[src/rtl/rr_decode_arbiter_if.sv]
// Request/grant bundle between eight requesters and the round-robin decode arbiter.
// master = requester side (drives req), slave = arbiter side (drives grant outputs).
interface rr_decode_arbiter_if;
  logic [7:0] req;
  logic [2:0] grant_sel;
  logic       grant_en;
  logic [7:0] grant_onehot;
  logic [2:0] ptr;
  logic       timeout_pulse;

  modport master (
    output req,
    input  grant_sel, grant_en, grant_onehot, ptr, timeout_pulse
  );

  modport slave (
    input  req,
    output grant_sel, grant_en, grant_onehot, ptr, timeout_pulse
  );
endinterface

[src/rtl/rr_decode_arbiter.sv]
// 8-way round-robin arbiter driving a registered select/enable/one-hot decode stage.
// Optional forced release after HOLD_MAX cycles when ARB_TIMEOUT_EN is defined.
module rr_decode_arbiter #(
  parameter int HOLD_MAX = 15,
  parameter int CNT_W    = 8
) (
  input  logic              clk,
  input  logic              rst_n,
  rr_decode_arbiter_if.slave bus
);

  localparam logic [0:0] IDLE  = 1'b0;
  localparam logic [0:0] GRANT = 1'b1;

  if (CNT_W < 1 || HOLD_MAX < 1 || HOLD_MAX > 255 || (64'd1 << CNT_W) <= 64'(HOLD_MAX)) begin : g_cfg_bad
    $error("rr_decode_arbiter: illegal HOLD_MAX/CNT_W combination");
  end

  logic [0:0] state_q, state_d;
  logic [2:0] sel_q, sel_d;
  logic       en_q, en_d;
  logic [7:0] oh_q, oh_d;
  logic [2:0] ptr_q, ptr_d;
  logic [2:0] winner;

  // Rotate so bit 0 is the pointer position; the lowest set bit is the winner offset.
  function automatic logic [2:0] rr_pick(input logic [7:0] r, input logic [2:0] p);
    logic [15:0] dbl;
    logic [2:0]  off;
    dbl = {r, r} >> p;
    off = 3'd0;
    for (int i = 7; i >= 0; i--) begin
      if (dbl[i]) off = 3'(i);
    end
    return p + off;
  endfunction

  assign winner = rr_pick(bus.req, ptr_q);

`ifdef ARB_TIMEOUT_EN
  localparam logic [CNT_W-1:0] HOLD_LIM = CNT_W'(HOLD_MAX);
  localparam logic [CNT_W-1:0] CNT_MAX  = '1;
  logic [CNT_W-1:0] hold_q, hold_d;
  logic             tp_q, tp_d;
`endif

  always_comb begin
    state_d = state_q;
    sel_d   = sel_q;
    en_d    = en_q;
    oh_d    = oh_q;
    ptr_d   = ptr_q;
`ifdef ARB_TIMEOUT_EN
    hold_d  = hold_q;
    tp_d    = 1'b0;
`endif
    case (state_q)
      IDLE: begin
        if (|bus.req) begin
          sel_d   = winner;
          en_d    = 1'b1;
          oh_d    = 8'b1 << winner;
          state_d = GRANT;
`ifdef ARB_TIMEOUT_EN
          hold_d  = CNT_W'(1);
`endif
        end
      end
      GRANT: begin
        // Owner dropping its request always wins over a simultaneous timeout.
        if (!bus.req[sel_q]) begin
          en_d    = 1'b0;
          oh_d    = 8'h00;
          ptr_d   = sel_q + 3'd1;
          state_d = IDLE;
        end
`ifdef ARB_TIMEOUT_EN
        else if (hold_q == HOLD_LIM) begin
          en_d    = 1'b0;
          oh_d    = 8'h00;
          ptr_d   = sel_q + 3'd1;
          state_d = IDLE;
          tp_d    = 1'b1;
        end else if (hold_q != CNT_MAX) begin
          hold_d  = hold_q + CNT_W'(1);
        end
`endif
      end
      default: begin
        state_d = IDLE;
        en_d    = 1'b0;
        oh_d    = 8'h00;
      end
    endcase
  end

  always_ff @(posedge clk or negedge rst_n) begin
    if (!rst_n) begin
      state_q <= IDLE;
      sel_q   <= 3'd0;
      en_q    <= 1'b0;
      oh_q    <= 8'h00;
      ptr_q   <= 3'd0;
    end else begin
      state_q <= state_d;
      sel_q   <= sel_d;
      en_q    <= en_d;
      oh_q    <= oh_d;
      ptr_q   <= ptr_d;
    end
  end

`ifdef ARB_TIMEOUT_EN
  always_ff @(posedge clk or negedge rst_n) begin
    if (!rst_n) begin
      hold_q <= '0;
      tp_q   <= 1'b0;
    end else begin
      hold_q <= hold_d;
      tp_q   <= tp_d;
    end
  end

  assign bus.timeout_pulse = tp_q;
`else
  assign bus.timeout_pulse = 1'b0;
`endif

  assign bus.grant_sel    = sel_q;
  assign bus.grant_en     = en_q;
  assign bus.grant_onehot = oh_q;
  assign bus.ptr          = ptr_q;

endmodule
[src/flat_wrapper.sv]
// flat-port wrapper written by rule: the top's interface ports become plain ports
module rr_decode_arbiter_flat 
#(
  parameter int HOLD_MAX = 15,
  parameter int CNT_W    = 8
)
  (clk, rst_n, bus_req, bus_grant_sel, bus_grant_en, bus_grant_onehot, bus_ptr, bus_timeout_pulse);
  rr_decode_arbiter_if bus_i ();
  input  logic clk;
  input  logic rst_n;
  input wire logic [$bits(bus_i.req)-1:0] bus_req;
  output wire logic [$bits(bus_i.grant_sel)-1:0] bus_grant_sel;
  output wire logic [$bits(bus_i.grant_en)-1:0] bus_grant_en;
  output wire logic [$bits(bus_i.grant_onehot)-1:0] bus_grant_onehot;
  output wire logic [$bits(bus_i.ptr)-1:0] bus_ptr;
  output wire logic [$bits(bus_i.timeout_pulse)-1:0] bus_timeout_pulse;
  assign bus_i.req = bus_req;
  assign bus_grant_sel = bus_i.grant_sel;
  assign bus_grant_en = bus_i.grant_en;
  assign bus_grant_onehot = bus_i.grant_onehot;
  assign bus_ptr = bus_i.ptr;
  assign bus_timeout_pulse = bus_i.timeout_pulse;
  rr_decode_arbiter #(.HOLD_MAX(HOLD_MAX), .CNT_W(CNT_W)) u_core (.clk(clk), .rst_n(rst_n), .bus(bus_i));
endmodule
[config.mk]
export PLATFORM = sky130hd
export DESIGN_NAME = rr_decode_arbiter_flat
export DESIGN_NICKNAME = d
export VERILOG_FILES = /design/src/rtl/rr_decode_arbiter_if.sv /design/src/rtl/rr_decode_arbiter.sv /design/src/flat_wrapper.sv
export SDC_FILE = /design/constraint.sdc
export NUM_CORES = 1
export LEC_CHECK = 0
export CORE_MARGIN = 10
export CORE_UTILIZATION = 31
export CTS_CLUSTER_SIZE = 10
export DETAILED_ROUTE_END_ITERATION = 10
export HOLD_SLACK_MARGIN = 0.1
export PLACE_DENSITY_LB_ADDON = 0.3
export SYNTH_ARGS = -nofsm -noshare
export SYNTH_HDL_FRONTEND = slang
export SYNTH_SLANG_ARGS = --single-unit
[constraint.sdc]
create_clock -name clk -period 4 [get_ports clk]
set_input_delay 1.2 -clock clk [delete_from_list [all_inputs] [get_ports clk]]
set_output_delay 1.2 -clock clk [all_outputs]
set_load 0.01 [all_outputs]
==> results of run 1 <==
cell usage in the layout, fill, tap and decap left out, drive strengths merged, types with 7 or more instances in the layout:
master	netlist	final
buf	3	35
clkdlybuf4s50	0	16
dfrtp	16	16
inv	7	7
nand2	15	15
nand3	7	7
nor2	12	12
nor3	9	9
o21ai	9	9
repair_timing:
action / 4_1_cts / 5_1_grt
pin swaps: 2 / 6
endpoints found under the setup margin: 8 / 8
gates resized for setup: 21 / 18
hold buffers: 0 / 0
worst reg2reg max path: cells and delay by family, from the launching register on:
kind / cells / cell delay, ns
adders and majority gates: 2 / 0.70
muxes: 1 / 0.56
DFF: 1 / 0.47
and+or+nand+nor: 3 / 0.88
buffers and inverters: 1 / 0.05
AOI/OAI and AO/OA: 4 / 0.54
registers in the layout (all words and copies together) (netlist names):
name	cells
u_core.bus.grant_onehot	8
u_core.bus.grant_en	1
u_core.bus.grant_sel	3
u_core.bus.ptr	3
u_core.state_q	1
power groups by stage:
stage | clock, mW | sequential, mW | combinational (mW)
final | 0.143 | 0.307 | 1.18
after global routing | 0.155 | 0.321 | 1.30
after CTS | 0.147 | 0.309 | 1.10
after detailed placement | 0 | 0.310 | 1.06
after global placement | 0 | 0.310 | 1.07
after floorplan | 0 | 0.315 | 0.635
worst max path at each step:
| stage | cells after the start | to |
|---|---|---|
| 4_1_cts | 13 | u_core.bus.grant_onehot[4]$_DFFE_PN0P_ |
| 3_5_place_dp | 11 | u_core.bus.grant_onehot[4]$_DFFE_PN0P_ |
| 5_1_grt | 14 | u_core.bus.grant_onehot[0]$_DFFE_PN0P_ |
| 2_1_floorplan | 11 | u_core.bus.grant_onehot[4]$_DFFE_PN0P_ |
| 3_3_place_gp | 11 | u_core.bus.grant_onehot[4]$_DFFE_PN0P_ |
| 6_report | 12 | u_core.bus.grant_onehot[4]$_DFFE_PN0P_ |
cell type report:
class / count / area [sq um] / area share
flip-flops and latches: 16 / 400.4 / 0.1980
inverters: 7 / 26.28 / 0.01300
repair buffers: 59 / 495.5 / 0.2450
well taps: 52 / 65.06 / 0.03218
clock buffers: 4 / 55.05 / 0.02723
multi-input cells: 128 / 979.7 / 0.4845
routing by layer:
layer  vias up  track usage
met4         0      0.02174
met3         2      0.03090
met2        39       0.1687
li1        715            -
met5         -            0
met1       681       0.1443
kinds of logic after synthesis:
family                   after synthesis  share of synthesized area
other                                  1                   0.002674
adder cells (fa/ha/maj)                3                    0.03211
AO/OA/AOI/OAI                         48                     0.2516
multiplexers                           9                    0.09902
AND/OR/NAND/NOR                       64                     0.2355
XOR/XNOR                               3                    0.01874
buffers and inverters                 15                    0.07494
flip-flops                            16                     0.2855
per-stage QoR:
step           setup slack (ns)  instance area (sq um)  setup TNS [ns]
2_1_floorplan           0.08295                   1403               0
3_3_place_gp            -0.4265                   1892          -2.597
3_5_place_dp            -0.4541                   1892          -2.825
4_1_cts                 0.02718                   1973               0
5_1_grt                -0.03622                   2022         -0.1336
6_report                0.08185                   2022               0
==> run metrics, run 1 <==
Crit. End Element=register; fraction of layout cells with a size suffix above 1=0.3224; Critical path origin=bus_req[3]; Ant. Diodes=0; Post-CTS Setup Bufs=0; fraction of power consumed by combinational cells=0.723; critical-path cell list=dlygate4sd2_1 > mux4_2 > a211oi_2 > o21ai_1 > a21o_1 > o21ai_2 > ha_2 > inv_1 > fa_1 > or3b_4 > or4_4 > nand3_2; fin crit share=0.9795; P_sw=0.7110 mW; Synth Instances=159; FF-to-FF End=u_core.bus.grant_onehot[4]$_DFFE_PN0P_; Met1 Wirelength=1944 microns; initial antenna violation count=0; Setup Viol. Count Final=0; via count=1437; top cells by area, synth=dfrtp_1 (29%), nand2_1 (4.0%), mux4_1 (3.7%), nor3_1 (3.2%), o21ai_0 (3.2%); number of CTS-inserted buffers=3; Async S/R FF share, synth=1.000; FF+latch count, synth=16; CTS H-tree lvls=1; drt total wl=4139 microns; Ys Warns=0; HP Start=u_core.bus.grant_en$_DFFE_PN0P_; Avg WL per Cell=15.56 microns; CTS sink cnt=16; first-pass GRT wire length=6879 microns; critical path arrival=4.11 ns; Power Density=803.8 nW/um^2; clk_lat worst skew=0.25 ns; WL met3=285 microns; outcome=finished clean; r2r startpoint=u_core.bus.ptr[0]$_DFFE_PN0P_; Max Fclk=255.2 MHz; Max Transition Viols Final=0; register share of total power=0.189; sequential fraction of the synthesis area=0.2855; relative slew slack=0.5131; CP max stage cell=fa_1; top cells by count, synth=dfrtp_1 (16), nand2_1 (15), nor2_1 (11), nor3_1 (9), o21ai_0 (9); Synth Flop Type=dfrtp_1; Sw Ratio=0.4375; Residual DRC=0; Setup CP Type=in2reg; r2r worst-path depth=11; Worst-path clk slew=0.06 ns; Slowest Stage Delay on Critical Path=0.53 ns; DR iter-0 viols=82; HP Class=reg2reg; DR pass1 iterations=4; placed wire-length estimate=3119 microns; Hold Path Depth=2; Core Region=4354 sq um; clk root buf=clkbuf_8; Post-Layout Cell Count=266; Max VDD drop=422.2 uV; Post-synth EDFFs=0; Cell Area, Synth=1403 sq um; worst slew pin tran=0.7100 ns; I/O pins=26; grt ovf=0; via/cell ratio=5.402; final clock skew=0.001285 ns; cell family with most CP delay=simple AND/OR/NAND/NOR gates; Static Leakage=0.8829 nW; clock power share=0.088; cell taking the most area after synthesis=dfrtp_1; max_cap viols=0; vias in the first global route=1411; Post-Place Cells=262; final core utilization=0.4644; Pwr Total=1.625 mW; Met2 Routed Length=1896 microns; top cell type's share of synthesized area=0.2855; Starting Density=0.3221; FILL cells=438; top routing layer used=met4; Nets=228; # port buffers=24; Buf/Inv on CP=2; Internal=0.9142 mW; CTS Buffer Depth=2; hold_ws=0.4778 ns; gr usage total=0.1082; Routed Antenna Nets=0; min Tclk post-route=3.918 ns; Post-Syn Area per Cell=8.821 sq um; Synthesized Nets=172; Cell Rows=24; reg2reg setup slack=0.74 ns; Crit Path Max Fanout=3; Worst setup SP type=primary input; hold endpoint=u_core.bus.grant_en$_DFFE_PN0P_; DIE AREA=7615 sq um; RSZ-0062 raised after global routing=true; Die X-Extent=87.27 microns; TritonCTS clock tree=built; RePlAce Congestion=0.8548; critical path required time=4.19 ns; Yosys cell types=48; largest net degree at the start of global routing=21; most frequent cell after synthesis=dfrtp_1; final hold vios=0; area delta synth->final=44.16%; DIE HEIGHT=87.27 microns
(Power assumes the default switching activity.)
==> inputs of run 2 (changes only) <==
--- a/config.mk
+++ b/config.mk
@@ -5,6 +5,7 @@
 export SDC_FILE = /design/constraint.sdc
 export NUM_CORES = 1
 export LEC_CHECK = 0
+export CAP_MARGIN = 20
 export CORE_MARGIN = 10
 export CORE_UTILIZATION = 31
 export CTS_CLUSTER_SIZE = 10
==> results of run 2 <==
Final layout, timing and power as in run 1 (identical DEF).
==> inputs of run 3 (changes only) <==
--- a/config.mk
+++ b/config.mk
@@ -12,6 +12,7 @@
 export DETAILED_ROUTE_END_ITERATION = 10
 export HOLD_SLACK_MARGIN = 0.1
 export PLACE_DENSITY_LB_ADDON = 0.3
+export RECOVER_POWER = 100
 export SYNTH_ARGS = -nofsm -noshare
 export SYNTH_HDL_FRONTEND = slang
 export SYNTH_SLANG_ARGS = --single-unit
==> run metrics, run 3 (synthesis results as in run 1) <==
clock power share=0.089 (about the same); initial antenna violation count=0 (unchanged); most frequent cells in the layout=buf_4 (33), dfrtp_1 (16), nand2_1 (15); commonest non-fill, non-tap cell in the layout=buf_4; Static Leakage=0.9076 nW (+2.8%); Pwr Total=1.600 mW (-1.5%); RSZ-0062 raised after global routing=true; P_sw=0.7068 mW (-0.59%); Crit. End Element=register; clk_lat worst skew=0.25 ns (about the same); drt total wl=4110 microns (-0.70%); fraction of layout cells with a size suffix above 1=0.3178 (-0.004673); Met1 Wirelength=1927 microns (-0.87%); Die X-Extent=87.27 microns (unchanged); flip-flop count of the largest register after layout=8 (unchanged); DR iter-0 viols=82 (unchanged); critical-path cell list=dlygate4sd2_1 > mux4_2 > a211oi_2 > o21ai_1 > a21o_1 > o21ai_2 > ha_2 > inv_1 > fa_1 > or3b_4 > or4_4 > nand3_2; Max Transition Viols Final=0 (unchanged); cell family with most CP delay=simple AND/OR/NAND/NOR gates; DP Worst Slack=-0.4541 ns (unchanged); gr usage total=0.1082 (unchanged); Buf/Inv on CP=2 (unchanged); HP Class=reg2reg; top routing layer used=met4; Setup Viol. Count Final=0 (unchanged); CTS Buffer Depth=2 (unchanged); relative slew slack=0.4320 (-0.08110); Slowest Stage Delay on Critical Path=0.53 ns (about the same); Starting Density=0.3221 (unchanged); min Tclk post-route=3.914 ns (-0.004300 ns); CP max stage cell=fa_1; worst slew pin tran=0.8520 ns (+0.1420 ns); TritonCTS clock tree=built; final hold vios=0 (unchanged); number of CTS-inserted buffers=3 (unchanged); Worst setup SP type=primary input; register share of total power=0.190 (about the same); clk root buf=clkbuf_8; Nets=228 (unchanged); fin crit share=0.9785 (-0.001075); Max VDD drop=419.9 uV (-0.54%); Max Fclk=255.5 MHz (+0.11%); HP Start=u_core.bus.grant_en$_DFFE_PN0P_; Post-Place Cells=262 (unchanged); DIE AREA=7615 sq um (unchanged); Ant. Diodes=0 (unchanged); via count=1423 (-0.97%); DIE HEIGHT=87.27 microns (unchanged); Routed Antenna Nets=0 (unchanged); DR pass1 iterations=4 (unchanged); Avg WL per Cell=15.45 microns (-0.70%); via/cell ratio=5.350 (-0.97%); first-pass GRT wire length=6879 microns (unchanged); critical path arrival=4.10 ns (about the same); CTS H-tree lvls=1 (unchanged); Internal=0.8932 mW (-2.3%); # port buffers=24 (unchanged); Cell Rows=24 (unchanged); Post-Layout Cell Count=266 (unchanged); Residual DRC=0 (unchanged); RePlAce Congestion=0.8548 (unchanged); Critical path origin=bus_req[3]; Worst-path clk slew=0.06 ns (about the same); max_cap viols=0 (unchanged); vias in the first global route=1411 (unchanged); r2r startpoint=u_core.bus.ptr[1]$_DFFE_PN0P_; Setup CP Type=in2reg; largest net degree at the start of global routing=21 (unchanged); I/O pins=26 (unchanged); Final WS setup=0.08615 ns (+0.004300 ns); Met2 Routed Length=1892 microns (-0.21%); Power Density=792.8 nW/um^2 (-1.4%); Post-CTS Setup Bufs=0 (unchanged); Crit Path Max Fanout=3 (unchanged); grt ovf=0 (unchanged); outcome=finished clean; WL met3=277 microns (-2.8%); placed wire-length estimate=3119 microns (unchanged); area delta synth->final=43.89%; critical path required time=4.19 ns (about the same); Core Region=4354 sq um (unchanged); Sw Ratio=0.4418 (+0.004248); CTS sink cnt=16 (unchanged); final clock skew=0.002010 ns (+0.0007254 ns); fraction of power consumed by combinational cells=0.721 (-0.002)
-- run 3: worst paths after layout --
kind | endpoint | slack (ns) | cells past startpoint
setup / recovery | u_core.bus.grant_onehot[4]$_DFFE_PN0P_ | 0.09 | 12
hold reg to reg | u_core.bus.grant_en$_DFFE_PN0P_ | 0.47 | 2
min in group asynchronous | u_core.bus.grant_onehot[1]$_DFFE_PN0P_ | 1.45 | 1
max in group asynchronous | u_core.bus.grant_en$_DFFE_PN0P_ | 2.10 | 1
hold / removal | u_core.bus.grant_en$_DFFE_PN0P_ | 0.47 | 2
setup reg to reg | u_core.bus.grant_onehot[4]$_DFFE_PN0P_ | 0.35 | 12
-- run 3: power by group through the flow --
stage	Sequential, mW	Combinational, mW	Clock (mW)
floorplan	0.315	0.635	0
global placement	0.310	1.07	0
detailed placement	0.310	1.06	0
CTS	0.309	1.10	0.147
global route	0.319	1.27	0.155
finish	0.304	1.15	0.142
-- run 3: cell type report --
type	instances	area (sq um)
flip-flops and latches	16	400.4
clock buffers	4	55.05
well taps	52	65.06
inverters	7	26.28
repair buffers	59	491.7
multi-input cells	128	979.7
fillers	438	2336
-- run 3: timing repair --
| item | CTS | global route |
|---|---|---|
| gates resized for setup | 21 | 18 |
| setup endpoints to repair | 8 | 8 |
| pin swaps | 2 | 6 |
| hold buffers | 0 | 0 |
-- run 3: worst min-delay path, stage by stage (launching register included) --
cell and delay (ns):
dfrtp_1 0.33, nand2_1 0.05, nand2_1 0.05
-- run 3: per-layer routing --
layer	track usage	up-vias
met4	0.02174	0
li1	-	715
met5	0	-
met3	0.03090	2
met2	0.1687	31
met1	0.1443	675
-- run 3: metrics by stage --
stage	setup TNS (ns)	utilization	hold WS, ns	instance area, sq um
3_5_place_dp	-2.825	0.4345	0.4655	1892
5_1_grt	-0.1369	0.4635	0.5154	2018
3_3_place_gp	-2.597	0.4345	0.4615	1892
2_1_floorplan	0	-	0.5118	1403
6_report	0	0.4635	0.4719	2018
4_1_cts	0	0.4532	0.4813	1973
